$ cat config.mk
export PLATFORM = sky130hd
export DESIGN_NAME = ls374_bus_reader
export DESIGN_NICKNAME = d
export VERILOG_FILES = /design/src/rtl/ls374_bus_reader.sv
export SDC_FILE = /design/constraint.sdc
export NUM_CORES = 1
export LEC_CHECK = 0
export CORE_MARGIN = 2
export CORE_UTILIZATION = 39
export DETAILED_ROUTE_END_ITERATION = 10
export PLACE_DENSITY = 0.74
export SLEW_MARGIN = 30
export SYNTH_ARGS = -nofsm -noshare
export SYNTH_HDL_FRONTEND = slang
export SYNTH_SLANG_ARGS = --single-unit
$ cat constraint.sdc
create_clock -name clk -period 1.2 [get_ports clk]
set_input_delay 0.24 -clock clk [delete_from_list [all_inputs] [get_ports clk]]
set_output_delay 0.24 -clock clk [all_outputs]
set_load 0.01 [all_outputs]
$ cat src/rtl/ls374_bus_reader.sv
// rtl/ls374_bus_reader.sv - reads one of NSRC octal 3-state registers sharing a bus
// One enable at a time, a settle interval before sampling, and a turnaround cycle after every read.
module ls374_bus_reader #(
  parameter int WIDTH  = 8,
  parameter int NSRC   = 4,
  parameter int SEL_W  = 2,
  parameter int SETTLE = 2
) (
  input  logic             clk,
  input  logic             rst,
  input  logic             req,
  input  logic [SEL_W-1:0] req_sel,
  output logic             req_ready,
  output logic [NSRC-1:0]  oe_n,
  input  logic [WIDTH-1:0] bus_in,
  output logic [WIDTH-1:0] rd_data,
  output logic [SEL_W-1:0] rd_src,
  output logic             rd_err,
  output logic             rd_valid,
  input  logic             rd_ready
);

  localparam int CNT_W = (SETTLE > 1) ? $clog2(SETTLE) : 1;

  typedef enum logic [1:0] {IDLE, ENABLE, HOLD, TURN} state_t;

  state_t             state_q, state_d;
  logic [SEL_W-1:0]   sel_q, sel_d;
  logic [CNT_W-1:0]   cnt_q, cnt_d;
  logic [NSRC-1:0]    oe_n_q, oe_n_d;
  logic [WIDTH-1:0]   rd_data_q, rd_data_d;
  logic [SEL_W-1:0]   rd_src_q, rd_src_d;
  logic               rd_err_q, rd_err_d;
  logic               rd_valid_q, rd_valid_d;

  logic               sel_ok;
  logic [NSRC-1:0]    oe_req;

  // Select range check is widened by one bit so NSRC == 2**SEL_W compares correctly.
  always_comb begin
    sel_ok = ({1'b0, req_sel} < (SEL_W+1)'(NSRC));
    oe_req = '1;
    for (int i = 0; i < NSRC; i++) begin
      oe_req[i] = (SEL_W'(i) != req_sel);
    end
  end

  always_comb begin
    state_d    = state_q;
    sel_d      = sel_q;
    cnt_d      = cnt_q;
    oe_n_d     = oe_n_q;
    rd_data_d  = rd_data_q;
    rd_src_d   = rd_src_q;
    rd_err_d   = rd_err_q;
    rd_valid_d = rd_valid_q;
    case (state_q)
      IDLE: begin
        oe_n_d = '1;
        if (req) begin
          if (sel_ok) begin
            sel_d   = req_sel;
            cnt_d   = CNT_W'(SETTLE - 1);
            oe_n_d  = oe_req;
            state_d = ENABLE;
          end else begin
            rd_data_d  = '1;
            rd_src_d   = req_sel;
            rd_err_d   = 1'b1;
            rd_valid_d = 1'b1;
            state_d    = HOLD;
          end
        end
      end
      ENABLE: begin
        if (cnt_q == '0) begin
          rd_data_d  = bus_in;
          rd_src_d   = sel_q;
          rd_err_d   = 1'b0;
          rd_valid_d = 1'b1;
          oe_n_d     = '1;
          state_d    = HOLD;
        end else begin
          cnt_d = cnt_q - 1'b1;
        end
      end
      HOLD: begin
        oe_n_d = '1;
        if (rd_ready) begin
          rd_valid_d = 1'b0;
          state_d    = TURN;
        end
      end
      TURN: begin
        oe_n_d  = '1;
        state_d = IDLE;
      end
      default: begin
        oe_n_d  = '1;
        state_d = IDLE;
      end
    endcase
  end

  always_ff @(posedge clk) begin
    if (rst) begin
      state_q    <= IDLE;
      sel_q      <= '0;
      cnt_q      <= '0;
      oe_n_q     <= '1;
      rd_data_q  <= '0;
      rd_src_q   <= '0;
      rd_err_q   <= 1'b0;
      rd_valid_q <= 1'b0;
    end else begin
      state_q    <= state_d;
      sel_q      <= sel_d;
      cnt_q      <= cnt_d;
      oe_n_q     <= oe_n_d;
      rd_data_q  <= rd_data_d;
      rd_src_q   <= rd_src_d;
      rd_err_q   <= rd_err_d;
      rd_valid_q <= rd_valid_d;
    end
  end

  assign req_ready = (state_q == IDLE);
  assign oe_n      = oe_n_q;
  assign rd_data   = rd_data_q;
  assign rd_src    = rd_src_q;
  assign rd_err    = rd_err_q;
  assign rd_valid  = rd_valid_q;

endmodule

### After elaboration in Yosys (flattened, before gate mapping)

Cells that the tools add are included.

| storage, ports and cells | value |
|---|---|
| word-level logic and storage cells | 41 |
| bits in registers | 20 |

| operators by class | value |
|---|---|
| bitwise logic cells | 1 |
| $add $sub $neg | 1 |
| equal/unequal tests | 9 |
| reduce and logical (&&, ||, !) cells | 10 |
| mux-type cells | 13 |

Operator list:

| cell | count |
|---|---|
| $pmux W4 S3 | 1 |
| $mux W4 | 2 |
| $pmux W2 S4 | 1 |
| $mux W2 | 3 |
| $ne A2 B2 Y1 const B | 3 |
| $reduce_and A2 Y1 | 3 |
| $reduce_and A3 Y1 | 2 |
| $reduce_bool A2 Y1 | 3 |
| $eq A2 B2 Y1 const B | 2 |
| $mux W1 | 4 |
| $ne A2 B2 Y1 const A | 2 |
| $pmux W1 S2 | 2 |
| $eq A2 B1 Y1 const B | 1 |
| $logic_not A2 Y1 | 1 |
| $ne A1 B2 Y1 const A | 1 |
| $reduce_or A2 Y1 | 1 |
| $not A1 Y1 | 1 |
| $sub A1 B1 Y1 const B | 1 |

### Longest topological paths before layout

| depth | value |
|---|---|
| word-level depth | 3 |
| mapped depth | 6 |
| mapped depth without buffers | 5 |

### Least setup slack after synthesis

OpenSTA, ideal clock, no wires.

| timing path | value |
|---|---|
| path type | register to register |
| from | register state_q[0] |
| to | register cnt_q |
| cell stages (with the launch flop) | 5 |
| setup time | 0.086 ns |
| slack | -0.131 ns |
| data arrival time | 1.246 ns |
| buffers on the path | 0 |
| cells stage by stage | dfxtp_1 > inv_1 > ha_1 > mux2_4 > a211oi_1 |

| between the ends | value |
|---|---|
| longest elaborated chain between the ends | 3 |

Ends and longest elaborated chain:

| what | RTL line | source |
|---|---|---|
| from (decl) | 27 | `state_t state_q, state_d;` |
| from (signal assigned) | 116 | `state_q <= state_d;` |
| $logic_not A2 Y1 (*) | n/a |  |
| named net req_ready | 13 | `output logic req_ready,` |
| $ne A2 B2 Y1 (no source line) / $reduce_bool A2 Y1 (equally long branches) | n/a |  |
| $reduce_and A2 Y1 (no source line) | n/a |  |
| to (signal assigned) | 118 | `cnt_q <= cnt_d;` |
| to (decl) | 29 | `logic [CNT_W-1:0] cnt_q, cnt_d;` |

The timed path passes the listed nets; every way through them passes the cells marked *.
A chain may end at the register's enable or synchronous reset.

### Worst setup path in the final report

| timing path | value |
|---|---|
| from | register state_q[1] |
| to | register oe_n_q[2], in the netlist oe_n[2] |

| between the ends | value |
|---|---|
| longest elaborated chain between the ends | 3 |

Ends and longest elaborated chain:

| what | RTL line | source |
|---|---|---|
| $eq A2 B2 Y1 | 57 | `case (state_q)` |
| $reduce_or A2 Y1 (no source line) | n/a |  |
| $pmux W4 S3 | 57 |  |
| to (signal assigned) | 119 | `oe_n_q <= oe_n_d;` |
| to (decl) | 30 | `logic [NSRC-1:0] oe_n_q, oe_n_d;` |

Several ways; a longest one is shown, not always the timed one.

==> results.md <==
* Status: finished, violations left
* Violated checks: setup timing
* Final Core Density at 0.735
* Largest net degree at the start of global routing at 15
* Total clock buffers created by CTS at 3
* # clock sinks at 20
* Hold_buf cts at 0
* PortBufs at 29
* Pleak at 0.643 nW
* Global-route wire length before repair at 3490 um
* Initial core utilization at 0.401
* Antenna Nets Post-Route at 0
* Final Max Slew Viols at 0
* Max-cap violations at 0
* Synth Register Bits at 20
* Via/cell ratio at 4.80
* Final hold violations at 0
* Setup CP Type: reg -> reg
* Vias in the first global route at 811
* Vias at 850
* Clock transition at path regs at 0.11 ns
* Fmax at 778 MHz
* Hold WC Path Type: reg -> reg
* Commonest cells after routing, fill and taps aside: nand2_1, dfxtp_1, clkdlybuf4s50_1
* Initial antenna violation count at 0
* Remaining global-route overflow at 0
* # setup viols final at 11
* Final min period at 1.29 ns
* Cell variety after synth at 27
* Per-cell routed wire length at 12.6 um
* Syn_area_per_cell at 8.62 um^2
* DIE HEIGHT at 51.3 um
* GRT Overall Usage at 0.179
* Peak VDD IR at 1.63 mV
* Seq/Total Area, Yosys at 0.460
* RD Place Congestion at 0.686
* Critical Path AT at 1.49 ns
* Die ar. at 0.00263 mm^2
* Syn nets at 119
* Ant. Diodes at 0
* Later-pin clock latency in the skew report at 0.30 ns
* Total wire length at 2240 um
* Clk buf depth at 2
* CP endpoint kind: register
* Synthesized cell area at 871 um^2
* Pwr Total at 3.47 mW
* Root buf cell: clkbuf_4
* Startpoint Class: register
* # H-tree levels at 1
* DR DRC count at 0
* Crit Path Max Fanout at 5
* Detailed-router iteration count before antenna repair at 4
* Synth warnings at 0
* Horiz. Die Dim at 51.3 um
* Final worst slack at -0.0852 ns
* CTS tree: yes
* Period utilization at 1.07
* I/O pin count at 31
* Starting DRC count in detailed routing at 11
* Syn Inst Count at 101
* Req. time, crit path at 1.41 ns
* Core area at 0.00217 mm^2
* Layout area overhead at 83.2%
* Fillers at 169
* Clk_skew at 0.00311 ns
* P per Cell Area at 2180 mW/mm^2
* Placed wire-length estimate at 1410 um
* Unrepaired setup endpoints after global routing: yes
* Final net count at 168
* FP Rows at 17
* Share of cells above drive strength 1 at 0.463
-- sequential cells by signal, indices dropped and copies added, names as in the netlist --
register,count
cnt_q,1
oe_n,4
rd_data,8
rd_src,2
rd_valid,1
sel_q,2
state_q,2
-- cell families after synthesis --
group | after synthesis | synth area share
and+or+nand+nor | 43 | 0.221
AOI/OAI and AO/OA | 22 | 0.170
DFF | 20 | 0.460
buffers and inverters | 9 | 0.0589
adders and majority gates | 4 | 0.0575
muxes | 2 | 0.0287
other | 1 | 0.00431
-- routing by layer --
metal	up-vias	part of all wire	GRT usage	wire length, um
met2	30	0.50	0.327	1120
met1	380	0.42	0.199	946
met5	-	0	0	0
met4	0	0.018	0.101	40
li1	436	-	-	-
met3	4	0.059	0.0234	131
-- cell usage after synthesis --
library cell  instances  area (um^2)
a21bo_2               1         10.0
mux2i_1               1         10.0
nor4b_1               1         8.76
a211oi_1              1         7.51
nor3_1                1         5.00
nor3b_1               1         7.51
buf_2                 3         15.0
o221ai_2              1         15.0
nor2_1                6         22.5
nand2b_1              3         18.8
nand3_1               2         10.0
nor2b_1               1         6.26
o21ai_0               1         5.00
ha_1                  4         50.1
buf_4                 1         7.51
inv_1                 4         15.0
clkbuf_8              1         13.8
o21bai_1              4         30.0
nor4_1                1         6.26
nand2_1              25         93.8
and2_1                1         6.26
a21oi_1              13         65.1
mux2_4                1         15.0
dfxtp_1              20          400
conb_1                1         3.75
a221oi_2              1         15.0
and2b_1               1         7.51
-- what timing repair did --
item / 4_1_cts / 5_1_grt
buffers inserted: 3 / 4
endpoints found under the hold margin: 0 / 0
pin swaps: 7 / 9
cloned: 1 / 1
endpoints found under the setup margin: 35 / 30
gates resized for setup: 46 / 36
-- final cells by class --
class | instances | area, um^2 | area share
Multi-Input combinational cell | 74 | 628 | 0.394
Timing Repair Buffer | 47 | 457 | 0.286
Sequential cell | 20 | 405 | 0.254
Tap cell | 28 | 35.0 | 0.0220
Clock inverter | 1 | 30.0 | 0.0188
Clock buffer | 3 | 22.5 | 0.0141
Inverter | 4 | 17.5 | 0.0110
-- where the power goes --
part,switching (mW),internal [mW]
sequential,0.123,0.828
combinational,0.890,1.08
clock,0.211,0.338
total,1.22,2.25
-- critical path: stages (launching register included) --
cell and delay (ns):
dfxtp_2 0.35, inv_2 0.05, buf_6 0.12, ha_4 0.18, and2_4 0.20, nor4b_4 0.21
o21bai_1 0.08
-- final timing paths --
kind,endpoint,start,cells past startpoint,slack (ns)
setup / recovery,oe_n[2],state_q[1],6,-0.09
hold / removal,rd_data[3],rd_data[3],2,0.46
setup reg to reg,oe_n[2],state_q[1],6,-0.09
hold reg to reg,rd_data[3],rd_data[3],2,0.46
-- through the flow --
step / TNS [ns] / area [um^2] / hold WS (ns) / instances / setup WS [ns]
2_1_floorplan: 0 / 897 / 0.373 / 101 / 0.0146
3_3_place_gp: -1.09 / 1330 / 0.440 / 167 / -0.150
3_5_place_dp: -1.38 / 1330 / 0.444 / 167 / -0.206
4_1_cts: -0.247 / 1480 / 0.459 / 173 / -0.0924
5_1_grt: -1.48 / 1600 / 0.468 / 177 / -0.172
6_report: -0.504 / 1600 / 0.459 / 177 / -0.0852
Note: power is estimated with default switching activity, not from simulation.
